===== src/rtl/spi_pkg.sv =====
// Shared definitions for the SPI memory-slave controller: default phase width and FSM states.
package spi_pkg;

  localparam int DEFAULT_WIDTH = 8;

  typedef enum logic [2:0] {
    IDLE,
    GET_ADDR,
    ADDR_LATCH,
    READ_LOAD,
    READ_SEND,
    WRITE_RECV,
    WRITE_COMMIT,
    DONE
  } spiState_t;

endpackage


===== src/rtl/spi_bit_counter.sv =====
// Serial bit counter for one address/data phase; saturates at WIDTH instead of wrapping.
module spi_bit_counter
  import spi_pkg::*;
#(
  parameter int WIDTH = DEFAULT_WIDTH
) (
  input  logic clk,
  input  logic reset,
  input  logic clear,
  input  logic enable,
  output logic atWidth
);

  localparam int CW = $clog2(WIDTH + 1);

  logic [CW-1:0] count;

  always_ff @(posedge clk) begin
    if (reset) begin
      count <= '0;
    end else if (clear) begin
      count <= '0;
    end else if (enable && !atWidth) begin
      count <= count + 1'b1;
    end
  end

  assign atWidth = (count == CW'(WIDTH));

endmodule


===== src/rtl/spi_mem_fsm.sv =====
// Sequencer for an SPI memory slave: address phase, then read-send or write-receive, with cs_n abort.
//   state        | meaning
//   IDLE         | waiting for cs_n low
//   GET_ADDR     | counting address bits on sclk rising edges
//   ADDR_LATCH   | one clk: latch address, branch on rw_bit
//   READ_LOAD    | one clk: parallel-load shift register from memory
//   READ_SEND    | driving MISO, counting sclk falling edges
//   WRITE_RECV   | counting data bits on sclk rising edges
//   WRITE_COMMIT | one clk: write shifted data into memory
//   DONE         | transaction finished, waiting for cs_n high
module spi_mem_fsm
  import spi_pkg::*;
#(
  parameter int WIDTH = DEFAULT_WIDTH
) (
  input  logic clk,
  input  logic reset,
  input  logic sclk_posedge,
  input  logic sclk_negedge,
  input  logic cs_n,
  input  logic rw_bit,
  output logic addr_we,
  output logic sr_we,
  output logic dm_we,
  output logic miso_en,
  output logic busy
);

  spiState_t state, nextState;
  logic cntClear, cntEnable, cntDone;

  spi_bit_counter #(.WIDTH(WIDTH)) bitCounter (
    .clk     (clk),
    .reset   (reset),
    .clear   (cntClear),
    .enable  (cntEnable),
    .atWidth (cntDone)
  );

  always_ff @(posedge clk) begin
    if (reset) begin
      state <= IDLE;
    end else begin
      state <= nextState;
    end
  end

  always_comb begin
    nextState = state;
    cntClear  = 1'b0;
    cntEnable = 1'b0;
    case (state)
      IDLE: begin
        cntClear = 1'b1;
        if (!cs_n) nextState = GET_ADDR;
      end
      GET_ADDR: begin
        cntEnable = sclk_posedge;
        if (cntDone) nextState = ADDR_LATCH;
      end
      ADDR_LATCH: begin
        cntClear  = 1'b1;
        nextState = rw_bit ? READ_LOAD : WRITE_RECV;
      end
      READ_LOAD: begin
        cntClear  = 1'b1;
        nextState = READ_SEND;
      end
      READ_SEND: begin
        cntEnable = sclk_negedge;
        if (cntDone) nextState = DONE;
      end
      WRITE_RECV: begin
        cntEnable = sclk_posedge;
        if (cntDone) nextState = WRITE_COMMIT;
      end
      WRITE_COMMIT: nextState = DONE;
      DONE: begin
        if (cs_n) nextState = IDLE;
      end
      default: nextState = IDLE;
    endcase
    // Deselect wins over everything in flight.
    if (cs_n && state != IDLE) begin
      nextState = IDLE;
      cntClear  = 1'b1;
    end
  end

  assign addr_we = (state == ADDR_LATCH)   & ~cs_n;
  assign sr_we   = (state == READ_LOAD)    & ~cs_n;
  assign dm_we   = (state == WRITE_COMMIT) & ~cs_n;
  assign miso_en = (state == READ_SEND)    & ~cs_n;
  assign busy    = (state != IDLE);

endmodule


===== config.mk =====
export PLATFORM = sky130hd
export DESIGN_NAME = spi_mem_fsm
export DESIGN_NICKNAME = d
export VERILOG_FILES = /design/src/rtl/spi_pkg.sv /design/src/rtl/spi_bit_counter.sv /design/src/rtl/spi_mem_fsm.sv
export SDC_FILE = /design/constraint.sdc
export NUM_CORES = 1
export LEC_CHECK = 0
export CAP_MARGIN = 20
export CORE_MARGIN = 8
export CORE_UTILIZATION = 30
export CTS_CLUSTER_DIAMETER = 30
export DETAILED_ROUTE_END_ITERATION = 16
export PLACE_DENSITY_LB_ADDON = 0.1
export SYNTH_ARGS = -nofsm -noshare
export SYNTH_HDL_FRONTEND = slang
export SYNTH_SLANG_ARGS = --single-unit

===== constraint.sdc =====
create_clock -name clk -period 2.1 [get_ports clk]
set_clock_uncertainty 0.2 [all_clocks]
set_input_delay 0.42 -clock clk [delete_from_list [all_inputs] [get_ports clk]]
set_output_delay 0.42 -clock clk [all_outputs]
set_load 0.02 [all_outputs]

==> After elaboration in Yosys (flattened, before gate mapping) <==
Cells that the tools add are included.
Widths: inputs -> output; s select.
{ "word_totals": {"register_bits": 7, "latchBits": 0, "inputBits": 6, "out_inout_bits": 5, "memories": 0, "rom_bits": 0, "wordCells": 41, "mem_bits_rw": 0} }
{ "classes": {"shifts": 0, "n_reduce_logical": 10, "magnitude_cmp": 0, "eq_ne": 13, "add_sub_neg": 1, "multipliers": 0, "n_bitwise": 5, "mux": 10, "div_mod_pow": 0} }
{ "ops": {"columns": ["operator", "count"], "rows": [
  ["$pmux 3 s8", 1],
  ["$mux 3", 6],
  ["$eq 3x3->1 const B", 4],
  ["$eq 3x2->1 const B", 2],
  ["$ne 2x1->1 const B", 3],
  ["$reduce_or 2->1", 3],
  ["$reduce_and 5->1", 1],
  ["$add 4x1->4 const B", 1],
  ["$and 1x1->1", 4],
  ["$eq 4x4->1 const B", 1],
  ["$ne 2x2->1 const B", 2],
  ["$eq 3x1->1 const B", 1],
  ["$logic_not 3->1", 1],
  ["$reduce_bool 3->1", 1],
  ["$reduce_or 3->1", 1],
  ["$logic_and 1x1->1", 2],
  ["$mux 1", 2],
  ["$pmux 1 s2", 1],
  ["$logic_not 1->1", 1],
  ["$not 1->1", 1]
]} }

==> Depth between registers and ports, before layout <==
{ "depth": {"ltp_word": 5, "mapped_depth": 5, "ltp_nobuf": 5} }

==> Hierarchy <==
Synthesis repeated with hierarchy kept, for this count alone.
{ "unflattened": {"cells_unflattened": 55, "hier_area_um2": 457.9} }
{ "by_module_without_submodules": {"columns": ["module", "area_per_inst_um2", "cells_per_inst", "n_inst", "seq_area_each_um2"], "rows": [
  ["spi_mem_fsm", 234.0, 30, 1, 60.1],
  ["spi_bit_counter", 224.0, 25, 1, 80.1]
]} }

==> Worst setup path after synthesis <==
OpenSTA, ideal clock, no wires.
{ "synth_timing": {"kind": "register -> output", "start": "register state[2]", "end": "output addr_we", "setup_slack_ps": 344, "path_buffers": 2, "arrival_time_ps": 1136, "stages_incl_launch_ff": 4, "path_cell_list": "dfxtp_1 > buf_2 > buf_1 > nor3_1"} }
{ "synth_between": {"elab_chain_cells": 2} }
{ "synth_lines": {"columns": ["item", "line_no", "source"], "rows": [
  ["start, declared", "spi_mem_fsm.sv:29", "spiState_t state, nextState;"],
  ["start signal, assigned", "spi_mem_fsm.sv:44", "state <= nextState;"],
  ["$eq 3x2->1", "spi_mem_fsm.sv:90", "assign addr_we = (state == ADDR_LATCH) & ~cs_n;"],
  ["$and 1x1->1", "spi_mem_fsm.sv:90", null],
  ["end, declared", "spi_mem_fsm.sv:22", "output logic addr_we,"]
]} }
No other way between the ends.

==> Worst setup path after layout <==
{ "layout_timing": {"start": "input cs_n", "end": "output miso_en"} }
{ "layout_between": {"elab_chain_cells": 2} }
{ "layout_lines": {"columns": ["item", "line_no", "source"], "rows": [
  ["start, declared", "spi_mem_fsm.sv:20", "input logic cs_n,"],
  ["$not 1->1", "spi_mem_fsm.sv:93", "assign miso_en = (state == READ_SEND) & ~cs_n;"],
  ["$and 1x1->1", "spi_mem_fsm.sv:93", null],
  ["end, declared", "spi_mem_fsm.sv:25", "output logic miso_en,"]
]} }
No other way between the ends.

==> impl_metrics.tcl <==
set metrics [dict create \
    grt_max_degree 13 \
    hold_viol 0 \
    crit_fanout 3 \
    ioPinCount 11 \
    cts_hold_buffers 0 \
    outcome "completed" \
    synth_area_um2 558 \
    rsz0062_at_grt "false" \
    io_buffers 10 \
    areaGrowthSynthToFinish_pct 28.7 \
    yosys-top-cells-area "dfxtp_1 (25%), o211ai_1 (11%), a2111oi_4 (9.9%)" \
    regToRegStartpoint "bitCounter.count[0]" \
    layout_common_cells "inv_1 (8), o211ai_1 (8), dfxtp_1 (7)" \
    synth_compound_area_frac 0.305 \
    stdcell_area_um2 718 \
    placementRows 15 \
    fin_nets 86 \
    cts_buffers 3 \
    critPathKind "input port to output port" \
    cts.reportedPaths.clkPinSlew_ns 0.05 \
    antenna_found_initial 0 \
    min_from "bitCounter.count[0]" \
    grtUsageTotal 0.0766 \
    synth_nets 70 \
    ys_ff_latch 7 \
    synth_mux_area_frac 0.0919 \
    synth_xor_area_frac 0 \
    power_density_nw_per_um2 414 \
    coreArea_um2 1750 \
    synth_top_family_by_area "compound AO/OA/AOI/OAI gates" \
    grt_pass1_wl_um 2050 \
    r2r.worst_path.cells 5 \
    critPathRequiredTime_ns 1.48 \
    drv_slew 0 \
    placedInstanceArea_um2 706 \
    via_count 480 \
    synth_fa_ha_area_frac 0.0448 \
    grt_pass1_vias 429 \
    cts_sinks 7 \
    num_antenna_cells 0 \
    slew-limit-headroom 0.638 \
    drt_iter0_markers 6 \
    dieArea_um2 3500 \
    yosys.area_share.simple 0.202 \
    synth.largest_area_cell "dfxtp_1" \
    report.power.total_uw 297 \
    finalSetupViolCount 0 \
    layout_worst_path_cycle_share 0.949 \
    cts_resized 12 \
    cts_tree "done" \
    holdPathEnd "bitCounter.count[0]" \
    die_x_um 59.1 \
    tightest_slew_ns 0.542 \
    wirelength_um 1220 \
    syn_avg_cell_area_um2 9.00 \
    ir_drop_mv 0.221 \
    synth_cells 62 \
    fin_crit_ns 1.99 \
    post_cts.repair.setup_buffers 0 \
    max_freq_mhz 502 \
    maxCapViolCount 0 \
    hpwl_um 931 \
    yosysTopAreaCellShare 0.251 \
    endpoint_kind "output port" \
    place.gp.congestion 0.665 \
    fillers 176 \
    grt_remaining_overflow 0 \
    first_pass_iters 4 \
    avgRoutedWirePerCell_um 12.0 \
    utilization 0.411 \
    hold_class "flop to flop" \
    drtAntennaViolNets 0 \
    cts_buffer_depth 2 \
    r2r_slack_ns 0.34 \
    arrival_ns 1.37 \
    viasPerCell 4.71 \
    ys_seq_area_frac 0.251 \
    cp-start-kind "input port" \
    drcViolationCount 0 \
    rr_endpoint "state[0]" \
    initial_core_util 0.320 \
    dieHeight_um 59.1 \
    synth_cell_types 26 \
    h-tree-depth 1 \
    clkLatencyLatePin_ns 0.25 \
    holdPathStages 2 \
    drive_gt1_frac 0.221 \
    ctsRootBufferMaster "clkbuf_4" \
    yosysWarnings 0 \
    p_leak_nw 0.270 \
]
-- cells in the mapped netlist --
cell / number
buf_1: 1
nand3b_4: 1
a211oi_2: 1
and3b_2: 1
nor2b_1: 2
nor3_1: 4
nor3b_1: 1
o21ai_0: 2
mux2_1: 1
o221a_1: 1
dfxtp_1: 7
nand3_1: 1
buf_2: 2
nand2_1: 3
buf_6: 1
nor2_1: 2
a221oi_1: 1
a21o_1: 1
o211ai_1: 8
nand2b_1: 3
mux2i_1: 4
a2111oi_4: 2
ha_1: 2
inv_1: 8
clkbuf_1: 1
a21oi_1: 1
-- critical path: stages --
cell             delay (ns)
clkdlybuf4s50_1        0.43
nor3_1                 0.17
dlygate4sd2_1          0.35
-- cell families (layout without fill, tap and decap cells) --
family,Yosys count,after routing
AO/OA/AOI/OAI,17,17
buffers and inverters,13,28
adder cells (fa/ha/maj),2,2
AND/OR/NAND/NOR,18,18
multiplexers,5,5
flip-flops,7,7
-- where the power goes --
| group | total, mW | leakage, nW | switching [mW] | internal [mW] |
|---|---|---|---|---|
| clock network | 0.122 | 0.0150 | 0.0495 | 0.0725 |
| logic | 0.0400 | 0.198 | 0.0186 | 0.0215 |
| registers | 0.135 | 0.0566 | 0.000934 | 0.134 |
| total | 0.297 | 0.270 | 0.0690 | 0.228 |
-- cell type report --
class	count	area, um2	area share
repair buffers	16	131	0.183
well taps	25	31.3	0.0436
inverters	8	30.0	0.0418
clock buffers	4	26.3	0.0366
flip-flops and latches	7	140	0.195
multi-input cells	42	359	0.500
-- state kept, by name, indices dropped and copies added (netlist names) --
signal,cells
bitCounter.count,4
state,3
-- metal layers --
layer,vias to the layer above,track usage,routed length [um]
met3,2,0.0239,43
met4,0,0.0512,8
met1,223,0.0951,608
met5,-,0,0
li1,252,-,-
met2,3,0.109,562
-- through the flow --
stage / TNS (ns) / worst slack, ns / hold slack (ns) / cells
floorplan: 0 / 0.344 / 0.277 / 62
global placement: -1.12 / -0.306 / 0.301 / 98
detailed placement: -1.16 / -0.352 / 0.314 / 98
CTS: 0 / 0.00468 / 0.322 / 102
global route: 0 / 0.0412 / 0.349 / 102
finish: 0 / 0.107 / 0.315 / 102
-- worst max path at each step --
stage               startpoint  endpoint  slack (ns)  cells after the start
floorplan             state[2]   addr_we        0.34                      3
global placement          cs_n     sr_we       -0.31                      4
detailed placement        cs_n     sr_we       -0.35                      4
CTS                       cs_n   addr_we       0.005                      4
global route              cs_n   addr_we        0.04                      4
finish                    cs_n   miso_en        0.11                      3
(Power assumes the default switching activity.)
